File: config.mk
export PLATFORM = sky130hd
export DESIGN_NAME = cr_had_duc
export DESIGN_NICKNAME = d
export VERILOG_FILES = /design/src/rtl/cr_had_duc_pkg.sv /design/src/rtl/cr_had_duc.sv
export SDC_FILE = /design/constraint.sdc
export NUM_CORES = 1
export LEC_CHECK = 0
export ABC_CLOCK_PERIOD_IN_PS = 2150
export BUFFER_PORTS_ARGS = -buffer_cell sky130_fd_sc_hd__buf_2
export CORE_ASPECT_RATIO = 1.5
export CORE_UTILIZATION = 46
export CTS_BUF_LIST = sky130_fd_sc_hd__clkbuf_4 sky130_fd_sc_hd__clkbuf_8 sky130_fd_sc_hd__clkbuf_16
export CTS_CLUSTER_DIAMETER = 30
export DETAILED_ROUTE_END_ITERATION = 10
export PLACE_DENSITY = 0.8
export REMOVE_ABC_BUFFERS = 1
export SLEW_MARGIN = 20
export SYNTH_ARGS = -nofsm -noshare
export SYNTH_HDL_FRONTEND = slang
export SYNTH_SLANG_ARGS = --single-unit
File: constraint.sdc
create_clock -name cpuclk -period 2.15 [get_ports cpuclk]
set_input_delay 0.1075 -clock cpuclk [delete_from_list [all_inputs] [get_ports cpuclk]]
set_output_delay 0.1075 -clock cpuclk [all_outputs]
set_load 0.01 [all_outputs]
File: src/rtl/cr_had_duc_pkg.sv
// Shared HAD definitions: controller state encodings and the instruction words
// injected into the pipeline by the upload and download controllers.
package cr_had_duc_pkg;

    localparam logic [3:0] ST_IDLE      = 4'd0;
    localparam logic [3:0] ST_ADDR_WAIT = 4'd1;
    localparam logic [3:0] ST_ADDR_LD   = 4'd2;
    localparam logic [3:0] ST_ADDR_RTR  = 4'd3;
    localparam logic [3:0] ST_LW_LD     = 4'd4;
    localparam logic [3:0] ST_LW_WAIT   = 4'd5;
    localparam logic [3:0] ST_DATA_HOLD = 4'd6;
    localparam logic [3:0] ST_ADDR_GEN  = 4'd7;
    localparam logic [3:0] ST_GEN_WAIT  = 4'd8;

    localparam logic [31:0] INST_MV_X1     = 32'h0000_8093;  // mv   x1,x1
    localparam logic [31:0] INST_LW_X2     = 32'h0000_A103;  // lw   x2,0(x1)
    localparam logic [31:0] INST_ADDI_X1_4 = 32'h0040_8093;  // addi x1,x1,4

    // States in which an instruction is presented to the IU.
    function automatic logic is_inject_state(input logic [3:0] st);
        return (st == ST_ADDR_LD) || (st == ST_LW_LD) || (st == ST_ADDR_GEN);
    endfunction

endpackage

File: src/rtl/cr_had_duc.sv
// HAD upload controller: loads a base address, then streams memory words to the
// host by injecting mv/lw/addi instructions into the pipeline.
module cr_had_duc
    import cr_had_duc_pkg::*;
(
    input  logic        cpuclk,
    input  logic        hadrst,
    input  logic        regs_xx_duc_en,
    input  logic        jtag_xx_update_dr,
    input  logic        jtag_xx_capture_dr,
    input  logic        regs_duc_daddr_sel,
    input  logic        regs_duc_ddata_sel,
    input  logic        iu_had_xx_retire,
    input  logic [31:0] iu_had_xx_wb_data,
    output logic        duc_regs_update_ir,
    output logic        duc_regs_update_csr,
    output logic        duc_regs_ffy,
    output logic [31:0] duc_regs_ir,
    output logic [31:0] duc_regs_ddata,
    output logic        duc_regs_ddata_vld,
    output logic [15:0] duc_regs_word_cnt,
    output logic        duc_regs_busy
);

    logic [3:0]  state_q, state_d;
    logic [31:0] ddata_q, ddata_d;
    logic        vld_q, vld_d;
    logic [15:0] word_cnt_q, word_cnt_d;
    logic        addr_ready;
    logic        data_taken;

    assign addr_ready = jtag_xx_update_dr & regs_duc_daddr_sel;
    assign data_taken = jtag_xx_capture_dr & regs_duc_ddata_sel;

    always_comb begin
        state_d    = state_q;
        ddata_d    = ddata_q;
        vld_d      = vld_q;
        word_cnt_d = word_cnt_q;
        case (state_q)
            ST_IDLE:      if (regs_xx_duc_en) state_d = ST_ADDR_WAIT;
            ST_ADDR_WAIT: begin
                if (addr_ready)           state_d = ST_ADDR_LD;
                else if (!regs_xx_duc_en) state_d = ST_IDLE;
            end
            ST_ADDR_LD:   state_d = ST_ADDR_RTR;
            ST_ADDR_RTR:  if (iu_had_xx_retire) state_d = ST_LW_LD;
            ST_LW_LD:     state_d = ST_LW_WAIT;
            ST_LW_WAIT: begin
                if (iu_had_xx_retire) begin
                    ddata_d    = iu_had_xx_wb_data;
                    vld_d      = 1'b1;
                    word_cnt_d = word_cnt_q + 16'd1;
                    state_d    = ST_DATA_HOLD;
                end
            end
            ST_DATA_HOLD: begin
                // A new base wins over a simultaneous capture; the held word is consumed either way.
                if (addr_ready) begin
                    state_d = ST_ADDR_LD;
                    vld_d   = 1'b0;
                end else if (data_taken) begin
                    state_d = ST_ADDR_GEN;
                    vld_d   = 1'b0;
                end else if (!regs_xx_duc_en) begin
                    state_d = ST_IDLE;
                end
            end
            ST_ADDR_GEN:  state_d = ST_GEN_WAIT;
            ST_GEN_WAIT: begin
                if (iu_had_xx_retire) state_d = regs_xx_duc_en ? ST_LW_LD : ST_IDLE;
            end
            default:      state_d = ST_IDLE;
        endcase
        if (state_d == ST_ADDR_LD) word_cnt_d = 16'd0;
        if (state_d == ST_IDLE)    vld_d      = 1'b0;
    end

    always_ff @(posedge cpuclk) begin
        if (hadrst) begin
            state_q    <= ST_IDLE;
            ddata_q    <= 32'd0;
            vld_q      <= 1'b0;
            word_cnt_q <= 16'd0;
        end else begin
            state_q    <= state_d;
            ddata_q    <= ddata_d;
            vld_q      <= vld_d;
            word_cnt_q <= word_cnt_d;
        end
    end

    // Outputs decode only registered state, so no input reaches an output combinationally.
    always_comb begin
        duc_regs_ir = 32'd0;
        case (state_q)
            ST_ADDR_LD:  duc_regs_ir = INST_MV_X1;
            ST_LW_LD:    duc_regs_ir = INST_LW_X2;
            ST_ADDR_GEN: duc_regs_ir = INST_ADDI_X1_4;
            default:     duc_regs_ir = 32'd0;
        endcase
    end

    assign duc_regs_update_ir  = is_inject_state(state_q);
    assign duc_regs_update_csr = is_inject_state(state_q);
    assign duc_regs_ffy        = (state_q == ST_ADDR_LD);
    assign duc_regs_busy       = (state_q != ST_IDLE);
    assign duc_regs_ddata      = ddata_q;
    assign duc_regs_ddata_vld  = vld_q;
    assign duc_regs_word_cnt   = word_cnt_q;

endmodule

Yosys cells after proc, flatten, opt, wreduce, memory -nomap -nowiden --
Index checks and enable logic that the tools add are counted.
Cells by class: shift operators 0, $lt $le $gt $ge 0, multiply operators 0, reductions and logical operators 10, equality and inequality tests 11, mux-type cells 15, div/mod/pow operators 0, $add $sub $neg 1, bitwise operators 2
Operators with widths (count):
- $pmux 23 s3 | 1
- $pmux 4 s9 | 1
- $mux 4 | 8
- $add 16x1->16 const B | 1
- $eq 4x3->1 const B | 4
- $eq 4x2->1 const B | 3
- $logic_not 4->1 | 2
- $eq 4x1->1 const B | 1
- $eq 4x4->1 const B | 1
- $reduce_bool 4->1 | 1
- $reduce_or 2->1 | 2
- $mux 1 | 3
- $mux 3 | 1
- $ne 3x3->1 const B | 1
- $reduce_and 3->1 | 1
- $and 1x1->1 | 2
- $logic_or 1x1->1 | 2
- $ne 2x2->1 const B | 1
- $pmux 1 s2 | 1
- $reduce_and 2->1 | 1
- $reduce_bool 2->1 | 1
Word-level totals: word-level logic and storage cells 43, input port bits 40, register bits 53, RAM bits 0, output and inout bits 85, memory bits (read-only) 0, latch bits 0, memories 0

Longest topological paths before layout --
word-level depth 6, depth in mapped cells 7, depth with buffers taken out 5

Worst setup path after synthesis --
Ideal clock, no wire load.
path kind reg2out, start point register state_q[1], end point output duc_regs_ir[15], setup slack 0.410 ns, stages on the path, launching flop included 6, required time 2.043 ns, data arrival time 1.632 ns, path through dfxtp_1 -> buf_6 -> nor4b_1 -> nand2b_1 -> or2_2 -> buf_4
Between the ends: word-level cells in the longest chain between the ends 2, elaborated cells between the ends (all ways) 4, classes of those cells eq/ne (3); mux (1)
RTL lines:
- from (decl) | RTL line cr_had_duc.sv:25 | logic [3:0] state_q, state_d;
- from (signal assigned) | RTL line cr_had_duc.sv:86 | state_q <= state_d;
- $eq 4x2->1
- via duc_regs_ffy | RTL line cr_had_duc.sv:17 | output logic duc_regs_ffy,
- $pmux 23 s3 | RTL line cr_had_duc.sv:96 | case (state_q)
- to (decl) | RTL line cr_had_duc.sv:18 | output logic [31:0] duc_regs_ir,
The timed path passes the listed nets, and every way through them passes these cells.

Worst setup path in the final report --
start point register state_q[1], end point register word_cnt_q[15] (netlist: duc_regs_word_cnt[15])
Between the ends: word-level cells in the longest chain between the ends 6, elaborated cells between the ends (all ways) 21, classes of those cells eq/ne (9); mux (9); reduce/logical (3)
RTL lines:
- $mux 4 | RTL line cr_had_duc.sv:44, cr_had_duc.sv:65
- $mux 4 | RTL line cr_had_duc.sv:62 | end else if (data_taken) begin
- $mux 4 | RTL line cr_had_duc.sv:59 | if (addr_ready) begin
- $pmux 4 s9 | RTL line cr_had_duc.sv:40 | case (state_q)
- $eq 4x2->1 | RTL line cr_had_duc.sv:75 | if (state_d == ST_ADDR_LD) word_cnt_d = 16'd0;
- $reduce_or 2->1 (no line)
- to (signal assigned) | RTL line cr_had_duc.sv:89 | word_cnt_q <= word_cnt_d;
- to (decl) | RTL line cr_had_duc.sv:28 | logic [15:0] word_cnt_q, word_cnt_d;
Several ways; a longest one is shown, not always the timed one. A chain may end at the register's enable or synchronous reset.

==> report_table.html <==
<table>
<tr><th>Metric</th><th>Value</th></tr>
<tr><th colspan="2">Outcome</th></tr>
<tr><td>Outcome</td><td>completed</td></tr>
<tr><th colspan="2">Synth</th></tr>
<tr><td>Share of the synthesized area in the top cell type</td><td>0.425</td></tr>
<tr><td>Cell taking the most area after synthesis</td><td>sky130_fd_sc_hd__dfxtp_1</td></tr>
<tr><td>Most frequently used cell type in the post-synthesis netlist</td><td>sky130_fd_sc_hd__nand2_1</td></tr>
<tr><td>Number of synthesized flops with an enable pin</td><td>0</td></tr>
<tr><td>Synthesis-stage register bit count</td><td>53</td></tr>
<tr><td>Count of unique library cells instantiated by Yosys</td><td>41</td></tr>
<tr><td>Top cell types by occurrence after synthesis</td><td>77 x sky130_fd_sc_hd__nand2_1, 53 x sky130_fd_sc_hd__dfxtp_1, 34 x sky130_fd_sc_hd__a21oi_1, 31 x sky130_fd_sc_hd__buf_4, 17 x sky130_fd_sc_hd__nor2_1</td></tr>
<tr><td>Share of synthesized flip-flops with an asynchronous set or reset</td><td>0</td></tr>
<tr><td>Sequential element share of the synthesized area</td><td>0.425</td></tr>
<tr><td>Syn_area_per_cell</td><td>8.20 sq um</td></tr>
<tr><td>Cell Area, Synth</td><td>0.00249 sq mm</td></tr>
<tr><td>Ys Warns</td><td>0</td></tr>
<tr><td>Synthesized instance count</td><td>304</td></tr>
<tr><td>Main area contributors after synthesis</td><td>sky130_fd_sc_hd__dfxtp_1 43%, sky130_fd_sc_hd__nand2_1 12%, sky130_fd_sc_hd__buf_4 9.3%</td></tr>
<tr><td>Post-synth top flop</td><td>sky130_fd_sc_hd__dfxtp_1</td></tr>
<tr><th colspan="2">Route</th></tr>
<tr><td>Routed vias</td><td>2248</td></tr>
<tr><td>Total iterations of the first detailed-routing run</td><td>4</td></tr>
<tr><td>Number of nets with antenna violations after routing</td><td>0</td></tr>
<tr><td>Routed Wire Length</td><td>5.39 mm</td></tr>
<tr><td>Via/cell ratio</td><td>4.83</td></tr>
<tr><td>Starting DRT DRC Count</td><td>82</td></tr>
<tr><td>Per-cell routed wire length</td><td>11.6 um</td></tr>
<tr><td>Drc violations</td><td>0</td></tr>
<tr><th colspan="2">CTS</th></tr>
<tr><td>Total clock sinks</td><td>53</td></tr>
<tr><td>TritonCTS clock tree</td><td>yes</td></tr>
<tr><td>Number of H-tree branching levels</td><td>2</td></tr>
<tr><td>Clock buffer depth</td><td>2</td></tr>
<tr><td>CTS resizes</td><td>0</td></tr>
<tr><td>Clock input transition at the sequential cells of the worst setup and hold paths</td><td>100 ps</td></tr>
<tr><td>TritonCTS buffer count</td><td>5</td></tr>
<tr><td>Skew-Pair Late Insertion Delay</td><td>300 ps</td></tr>
<tr><td>Cell at the root of the clock tree</td><td>sky130_fd_sc_hd__clkbuf_8</td></tr>
<tr><th colspan="2">Place</th></tr>
<tr><td>Post-place instance area</td><td>0.00290 sq mm</td></tr>
<tr><td>Post-detailed-placement half-perimeter wirelength</td><td>3.97 mm</td></tr>
<tr><td>I/O Buffers</td><td>100</td></tr>
<tr><td>Placer's final routability congestion estimate</td><td>0.955</td></tr>
<tr><td>Instance count after placement with tap cells included</td><td>455</td></tr>
<tr><td>Setup slack after placement</td><td>54.4 ps</td></tr>
<tr><th colspan="2">Worst setup path</th></tr>
<tr><td>Combined buffer and inverter count along the critical path</td><td>1</td></tr>
<tr><td>Startpoint of the worst-slack reg-to-reg timing path</td><td>state_q[1]</td></tr>
<tr><td>Cell with the largest stage delay on the worst path</td><td>sky130_fd_sc_hd__dfxtp_1</td></tr>
<tr><td>Critical-path maximum fanout</td><td>14</td></tr>
<tr><td>Critical path data required time</td><td>2380 ps</td></tr>
<tr><td>Reg-to-reg slack, setup</td><td>150 ps</td></tr>
<tr><td>Family with the most delay on the worst path</td><td>simple AND/OR/NAND/NOR gates</td></tr>
<tr><td>Number of cells on the worst reg-to-reg path</td><td>6</td></tr>
<tr><td>Cell-by-cell listing of the critical path</td><td>nand4bb_1 -&gt; or3b_1 -&gt; nand4_1 -&gt; o31ai_4 -&gt; buf_4 -&gt; a21oi_1</td></tr>
<tr><td>Startpoint-to-endpoint class of the critical path</td><td>reg -&gt; reg</td></tr>
<tr><td>Type of origin of the critical path</td><td>flip-flop</td></tr>
<tr><td>Arrival time of the worst setup path</td><td>2230 ps</td></tr>
<tr><td>Worst setup path start</td><td>state_q[1]</td></tr>
<tr><td>Worst Setup End Kind</td><td>flip-flop</td></tr>
<tr><td>Delay of the slowest critical-path stage</td><td>630 ps</td></tr>
<tr><td>Capture point of the worst reg-to-reg path</td><td>duc_regs_word_cnt[15]</td></tr>
<tr><th colspan="2">STA</th></tr>
<tr><td>Final Max Tran Viols</td><td>0</td></tr>
<tr><td>Final-layout worst hold slack</td><td>27.8 ps</td></tr>
<tr><td>Tmin final</td><td>2000 ps</td></tr>
<tr><td>Worst Slack Setup Final</td><td>148 ps</td></tr>
<tr><td>Max Clock Skew</td><td>11.7 ps</td></tr>
<tr><td>Fin crit share</td><td>0.931</td></tr>
<tr><td>Final-layout setup total negative slack</td><td>0 ps</td></tr>
<tr><td># setup viols final</td><td>0</td></tr>
<tr><td>Top achievable clock speed</td><td>499 MHz</td></tr>
<tr><td>Total count of hold-check failures in the final report</td><td>0</td></tr>
<tr><td>Unrepaired setup endpoints after global routing</td><td>false</td></tr>
<tr><th colspan="2">Global routing</th></tr>
<tr><td>Number of global-route vias before repair</td><td>2091</td></tr>
<tr><td>Maximum number of pins on one net before global-route repair</td><td>37</td></tr>
<tr><td>Global-route usage over all layers</td><td>0.195</td></tr>
<tr><td>Global-route wire length before repair</td><td>9.02 mm</td></tr>
<tr><td>Remaining global-route overflow</td><td>0</td></tr>
<tr><td>Initial antenna violation count</td><td>0</td></tr>
<tr><th colspan="2">Die</th></tr>
<tr><td>Count of pins on the block boundary</td><td>125</td></tr>
<tr><td>Area of the core region</td><td>0.00516 sq mm</td></tr>
<tr><td>Die extent in x</td><td>62.1 um</td></tr>
<tr><td>Initial cell density of the core</td><td>0.483</td></tr>
<tr><td>Chip Height</td><td>92.2 um</td></tr>
<tr><td>Die Footprint</td><td>0.00573 sq mm</td></tr>
<tr><td>Standard-cell rows</td><td>32</td></tr>
<tr><th colspan="2">Flow run</th></tr>
<tr><td># Max-Cap Violations</td><td>0</td></tr>
<tr><th colspan="2">Finish</th></tr>
<tr><td>Area Growth Syn to Fin</td><td>22.2%</td></tr>
<tr><td>Antenna fix cells</td><td>0</td></tr>
<tr><td>Number of cells in the finished layout apart from fillers</td><td>465</td></tr>
<tr><td>Number of nets in the finished design</td><td>437</td></tr>
<tr><td>Share of layout cells above drive strength 1</td><td>0.320</td></tr>
<tr><td>Post-route core utilization</td><td>0.590</td></tr>
<tr><td>Number of filler cells placed in the layout</td><td>489</td></tr>
<tr><td>Post-route design area</td><td>0.00305 sq mm</td></tr>
<tr><th colspan="2">Worst hold path</th></tr>
<tr><td>Source of the worst hold timing path</td><td>iu_had_xx_wb_data[24]</td></tr>
<tr><td>Cell count of the worst hold path</td><td>3</td></tr>
<tr><td>Min-Delay Path Class</td><td>in -&gt; reg</td></tr>
<tr><td>Worst hold path endpoint</td><td>duc_regs_ddata[24]</td></tr>
<tr><th colspan="2">Power and ir drop</th></tr>
<tr><td>Total power divided by cell area</td><td>623 mW/mm^2</td></tr>
<tr><td>Power Total</td><td>1.90 mW</td></tr>
<tr><td>Cell leakage power</td><td>1.38 nW</td></tr>
<tr><td>Peak supply drop</td><td>465 uV</td></tr>
</table>
==> how the worst max path moves through the flow <==
| stage | end | slack, ps | cells after the start |
|---|---|---|---|
| 4_1_cts | duc_regs_word_cnt[11] | 50 | 5 |
| 5_1_grt | duc_regs_word_cnt[15] | 10 | 6 |
| 6_report | duc_regs_word_cnt[15] | 150 | 6 |
| 2_1_floorplan | duc_regs_word_cnt[0] | -170 | 5 |
| 3_5_place_dp | duc_regs_word_cnt[11] | 50 | 5 |
| 3_3_place_gp | duc_regs_word_cnt[4] | 170 | 5 |
==> routing by layer <==
metal | part of all wire | global-route usage
met5 | 0 | 0
met4 | 0.022 | 0.0833
met3 | 0.051 | 0.0398
met2 | 0.53 | 0.375
met1 | 0.40 | 0.198
==> area by class of cell <==
class | instances | area (sq um) | area share
multi-input combinational | 226 | 1210 | 0.396
sequential | 53 | 1060 | 0.348
timing repair buffer | 106 | 546 | 0.179
tap | 68 | 85.1 | 0.0279
clock buffer | 5 | 68.8 | 0.0226
clock inverter | 3 | 65.1 | 0.0213
inverter | 4 | 15.0 | 0.00493
==> power by group <==
part / switching [mW] / internal, mW / total (mW)
Clock: 0.315 / 0.462 / 0.777
Combinational: 0.0771 / 0.0525 / 0.130
Sequential: 0.00787 / 0.984 / 0.992
Total: 0.400 / 1.50 / 1.90
==> state kept, by name (all words and copies together) (netlist names) <==
name	flops
duc_regs_ddata	32
state_q	4
duc_regs_ddata_vld	1
duc_regs_word_cnt	16
==> cell usage in the layout, fill, tap and decap left out, types with 2 or more instances in the layout <==
master,synthesis,routed
sky130_fd_sc_hd__nor2_1,17,17
sky130_fd_sc_hd__bufinv_16,0,2
sky130_fd_sc_hd__clkbuf_8,0,5
sky130_fd_sc_hd__dfxtp_1,53,53
sky130_fd_sc_hd__a31oi_1,4,4
sky130_fd_sc_hd__nand4_1,4,4
sky130_fd_sc_hd__nor4b_1,2,2
sky130_fd_sc_hd__or2_2,2,2
sky130_fd_sc_hd__nand3_1,9,9
sky130_fd_sc_hd__nand2_1,77,77
sky130_fd_sc_hd__o21ai_0,2,2
sky130_fd_sc_hd__or3_1,4,4
sky130_fd_sc_hd__a21oi_1,34,34
sky130_fd_sc_hd__nor4_2,2,2
sky130_fd_sc_hd__xnor2_1,6,6
sky130_fd_sc_hd__xor2_1,9,9
sky130_fd_sc_hd__buf_4,31,6
sky130_fd_sc_hd__and2_1,2,2
sky130_fd_sc_hd__conb_1,1,24
sky130_fd_sc_hd__and3_1,3,3
sky130_fd_sc_hd__nor2_2,2,2
sky130_fd_sc_hd__nor3_1,5,5
sky130_fd_sc_hd__inv_1,4,4
sky130_fd_sc_hd__buf_2,0,100
==> timing repair <==
| action | in CTS | in global routing |
|---|---|---|
| setup endpoints to repair | 0 | 15 |
| hold buffers | 0 | 0 |
| buffers inserted | 0 | 2 |
==> worst reg2reg max path: cells and delay by family, from the launching register on <==
family,cells,cell delay [ps]
AOI/OAI and AO/OA,2,230
buffers and inverters,1,180
and+or+nand+nor,3,910
DFF,1,630
==> logic make-up after synthesis <==
| group | count (synthesis) | synth area share |
|---|---|---|
| simple gates | 140 | 0.280 |
| fa+ha+maj | 1 | 0.00502 |
| other cells | 1 | 0.00150 |
| compound gates | 45 | 0.106 |
| xor+xnor | 15 | 0.0527 |
| mux | 1 | 0.00452 |
| buf+inv | 48 | 0.125 |
| flops | 53 | 0.425 |
No activity file was read; power rests on OpenSTA's default activity.
